[config.mk]
export PLATFORM = sky130hd
export DESIGN_NAME = rr_pick
export DESIGN_NICKNAME = d
export VERILOG_FILES = /design/src/rtl/rr_arb_chk_rr_pick.sv
export SDC_FILE = /design/constraint.sdc
export NUM_CORES = 1
export LEC_CHECK = 0
export BUFFER_PORTS_ARGS = -buffer_cell sky130_fd_sc_hd__buf_2
export CAP_MARGIN = 20
export CORE_AREA = 2 2 39 41
export DETAILED_ROUTE_END_ITERATION = 16
export DIE_AREA = 0 0 41 43
export SYNTH_ARGS = -nofsm -noshare
export SYNTH_HDL_FRONTEND = slang
export SYNTH_SLANG_ARGS = --single-unit
[constraint.sdc]
create_clock -name vclk -period 4.1
set_clock_uncertainty 0.2 [all_clocks]
set_input_delay 1.23 -clock vclk [all_inputs]
set_output_delay 1.23 -clock vclk [all_outputs]
set_load 0.02 [all_outputs]
[src/rtl/rr_arb_chk_rr_pick.sv]
// rr_pick: combinational rotating-priority picker.
// Ports:
//   req    - request vector
//   start  - index with highest priority; search wraps modulo N
//   winner - one-hot winner (zero when no request)
//   valid  - any request present
module rr_pick #(
    parameter int unsigned N   = 4,
    parameter int unsigned IDW = 2
) (
    input  logic [N-1:0]   req,
    input  logic [IDW-1:0] start,
    output logic [N-1:0]   winner,
    output logic           valid
);

    int unsigned idx;
    logic        found;

    always_comb begin
        winner = '0;
        found  = 1'b0;
        idx    = 0;
        for (int k = 0; k < N; k++) begin
            idx = int'(start) + k;
            if (idx >= N) idx = idx - N;
            if (!found && req[idx]) begin
                winner[idx] = 1'b1;
                found       = 1'b1;
            end
        end
    end

    assign valid = |req;

endmodule

# After elaboration in Yosys (flattened, before gate mapping)
# Index checks and enable logic that the tools add are counted.
[word_totals]
register_bits = 0
latch_bits = 0
mem_bits_rw = 0
romBits = 0
inputBits = 6
output_inout_bits = 5
word_cells = 60
memories = 0
[op_classes]
addsub = 7
multipliers = 0
div = 0
order_cmp = 12
eq_ne = 0
shifts = 0
n_mux = 27
bitwise = 3
reduce_logical = 11
[op_table]
columns = ["operator", "n"]
rows = [
  ["$ge 32x1->1 const B", 4],
  ["$lt 32x3->1 const B", 4],
  ["$mux 32", 4],
  ["$mux 4", 4],
  ["$or 4x4->4", 3],
  ["$sub 3x3->4 const B", 3],
  ["$mux 1", 11],
  ["$ge 3x3->1 const B", 3],
  ["$bmux 1 s2", 4],
  ["$demux 1 s2", 4],
  ["$logic_and 1x1->1", 7],
  ["$add 2x2->3 const B", 2],
  ["$reduce_or 4->1", 1],
  ["$sub 2x3->4 const B", 1],
  ["$add 2x1->3 const B", 1],
  ["$ge 2x3->1 const B", 1],
  ["$logic_not 1->1", 3],
]

# Longest topological paths before layout
[logic_depth]
ltp_word = 14
ltp_mapped = 6
depth_no_buf = 6

# Worst setup path before layout
# OpenSTA, ideal clock, no wires.
[synth_path]
path_kind = "input-to-output"
from = "in start[0]"
to = "out winner[0]"
t_arrival_ns = 2.593
t_required_ns = 2.670
slack_ns = 0.077
stages = 5
n_path_buf = 0
path_cell_list = "inv_1 ha_1 mux4_2 nor4b_4 a221o_1"
[synth_between]
elab_chain_cells = 14
elab_cells_between_ends = 59
cone_classes = "add/sub (7); order compare (12); mux (27); bitwise (3); reduce/logical (10)"
[synth_lines]
columns = ["item", "line", "rtl"]
rows = [
  ["from (decl)", "12", "input logic [IDW-1:0] start,"],
  ["parallel branches: the longest is 13 deep, another holds $ge 32x1->1", "-", ""],
  ["$mux 4 *", "27", "if (!found && req[idx]) begin"],
  ["to (decl)", "13", "output logic [N-1:0] winner,"],
]
# Every way passes the cells marked *. The select of a mux whose other input is x is not followed.

# Worst setup path in the final report
[layout_path]
from = "in req[3]"
to = "out winner[1]"
[layout_between]
elab_chain_cells = 12
elab_cells_between_ends = 24
cone_classes = "mux (15); bitwise (3); reduce/logical (6)"
[layout_lines]
columns = ["item", "line", "rtl"]
rows = [
  ["from (decl)", "11", "input logic [N-1:0] req,"],
  ["$bmux 1 s2", "27", ""],
  ["$mux 1 (implied by the code)", "27", ""],
  ["$mux 1", "27", ""],
  ["$logic_not 1->1", "27", ""],
  ["$logic_and 1x1->1", "27", ""],
  ["$mux 1", "27", ""],
  ["$logic_not 1->1", "27", ""],
  ["$logic_and 1x1->1", "27", ""],
  ["$mux 1", "27", ""],
  ["$logic_not 1->1", "27", ""],
  ["$logic_and 1x1->1", "27", ""],
  ["$mux 4 *", "27", ""],
]
# Mark *: on every way between the ends. The rest lies on a longest branch, timed or not. The select of a mux whose other input is x is not followed.

==> metrics.txt <==
status=finished clean; Seq/Total Area, Yosys=0%; combinational cell fraction of total power=100.0%; Final nets=between 60 and 70; DRT Pass-1 Iters=1; initial antenna violation count=0; grt met1 use=approximately 16%; Post-Syn Instances=33; layout cells sized above 1=slightly above 50%; Avg Vias per Cell=approximately 4.8; Critical Path Source Type=input pin; Post-Syn Area=approximately 340 µm²; critical path required time=around 2.7 ns; Initial Util=24.2%; Row Count=14; # DRC=0; Max FO, Critical Path=7; Finished Cell Area=approximately 530 µm²; CLK BUF=0; period utilization=99.7%; achievable frequency=about 240 MHz; vias in the first global route=about 280; leak pwr=0.000238 µW; Pint=between 30 and 40 µW; routed wire length=~740 µm; critical path endpoint category=output pin; first-pass GRT wire length=roughly 1200 µm; GR Overflow Total=0; largest net degree at the start of global routing=8; syn_area_per_cell=approximately 10 µm²; routed vias=roughly 330; DR iter-0 viols=0; switching part of the total power=between 40 and 50%; drt wl/cell=~11 µm; Post-Syn Nets=between 40 and 50; power per standard cell area=128 nW/µm²; Netlist cell types=10; GRT busiest layer=met1; Final Max Slew Viols=0; min-delay worst type=input pin to output pin; Sw Pwr=between 30 and 40 µW; WHS=2.63 ns; CP Class=input pin to output pin; Clk pwr share=0%; hold buffers post-CTS=0; Total Die Area=approximately 1800 µm²; setup violators final=0; Core ar.=1380 µm²; sequential cell area=0 µm²; # port buffers=11; Global Route met2 Usage=13.4%; Worst Max-Slew Pin Slew=approximately 0.28 ns; cell depth of the worst hold path=3; Seq pwr share=0%; All-Layer GR Usage=under 10%; Seq Cell Count=0; unrepaired setup endpoints after global routing=true; worst vdd ir=just over 0.04 mV; Final Wtd Congestion=roughly 0.74; DIE WIDTH=between 40 and 50 µm; remaining antenna violation count=0; Die Y-Extent=43 µm; GR Util met3=0%; Syn. warnings=0; min cycle time layout=around 4.1 ns; io pins=11; crit path DAT=roughly 2.7 ns; Hold Vio Cnt, Final=0; count of max-cap constraint violations=0; DP Area=470 µm²; slew margin rel.=roughly four fifths; Syn-to-layout area delta=58.2%; Antenna diodes=0
final cells by class:
cell class                      instances  area [µm²]
Multi-Input combinational cell         31         340
Inverter                                2        10.0
Fill cell                             137         853
Timing Repair Buffer                   19         160
Tap cell                               16        20.0
routing by layer:
layer | wire, µm | vias to the layer above
li1 | - | 171
met3 | 17 | 0
met1 | 353 | 151
met5 | 0 | -
met4 | 0 | 0
met2 | 366 | 5
synth_stat cells (all sizes together):
| master | n | area, µm² |
|---|---|---|
| inv | 2 | 7.51 |
| nor4b | 1 | 23.8 |
| or4 | 1 | 7.51 |
| nor3b | 1 | 12.5 |
| nand2 | 8 | 30.0 |
| a221o | 4 | 40.0 |
| o21ai | 4 | 20.0 |
| ha | 8 | 100 |
| mux4 | 4 | 93.8 |
stage by stage:
step / total power, µW / util [%] / worst slack, ns / instances / TNS (ns)
floorplan: 35.4 / - / 0.0768 / 33 / 0
global placement: 56.9 / 34.0 / -0.142 / 68 / -0.559
detailed placement: 57.7 / 34.0 / -0.150 / 68 / -0.587
CTS: 64.6 / 37.1 / 0.0108 / 68 / 0
global route: 73.6 / 38.3 / -0.0476 / 68 / -0.183
finish: 67.8 / 38.3 / 0.0118 / 68 / 0
critical path, cell delays in order:
cell and delay (ns):
buf_2 0.12, mux4_2 0.58, nor4b_4 0.38, a221o_1 0.22
buf_6 0.12
power groups by stage:
stage          clock [µW]  combinational, µW  sequential [µW]
2_1_floorplan           0               35.4                0
4_1_cts                 0               64.6                0
3_5_place_dp            0               57.7                0
3_3_place_gp            0               56.9                0
5_1_grt                 0               73.6                0
6_report                0               67.8                0
cell usage in the layout, fill, tap and decap left out, types with 3 or more instances in the layout:
master / Yosys / routed
buf_2: 0 / 5
nand2_1: 8 / 8
a221o_1: 4 / 4
ha_1: 8 / 7
buf_6: 0 / 6
buf_4: 0 / 7
o21ai_0: 4 / 4
mux4_2: 3 / 3
worst paths after layout:
path              startpoint         to  slack, ns
setup / recovery      req[3]  winner[1]       0.01
hold / removal        req[1]      valid       2.63
timing repair:
item / CTS / global route
gates cloned: 0 / 0
pin swaps: 5 / 0
endpoints found under the setup margin: 4 / 4
setup buffers: 0 / 0
resized for setup: 12 / 5
cell families after synthesis:
family                   after synthesis  share of synthesized area [%]
AO/OA/AOI/OAI                          8                           17.9
multiplexers                           4                           28.0
AND/OR/NAND/NOR                       11                           22.0
buffers and inverters                  2                           2.24
adder cells (fa/ha/maj)                8                           29.9
Note: power is estimated with default switching activity, not from simulation.
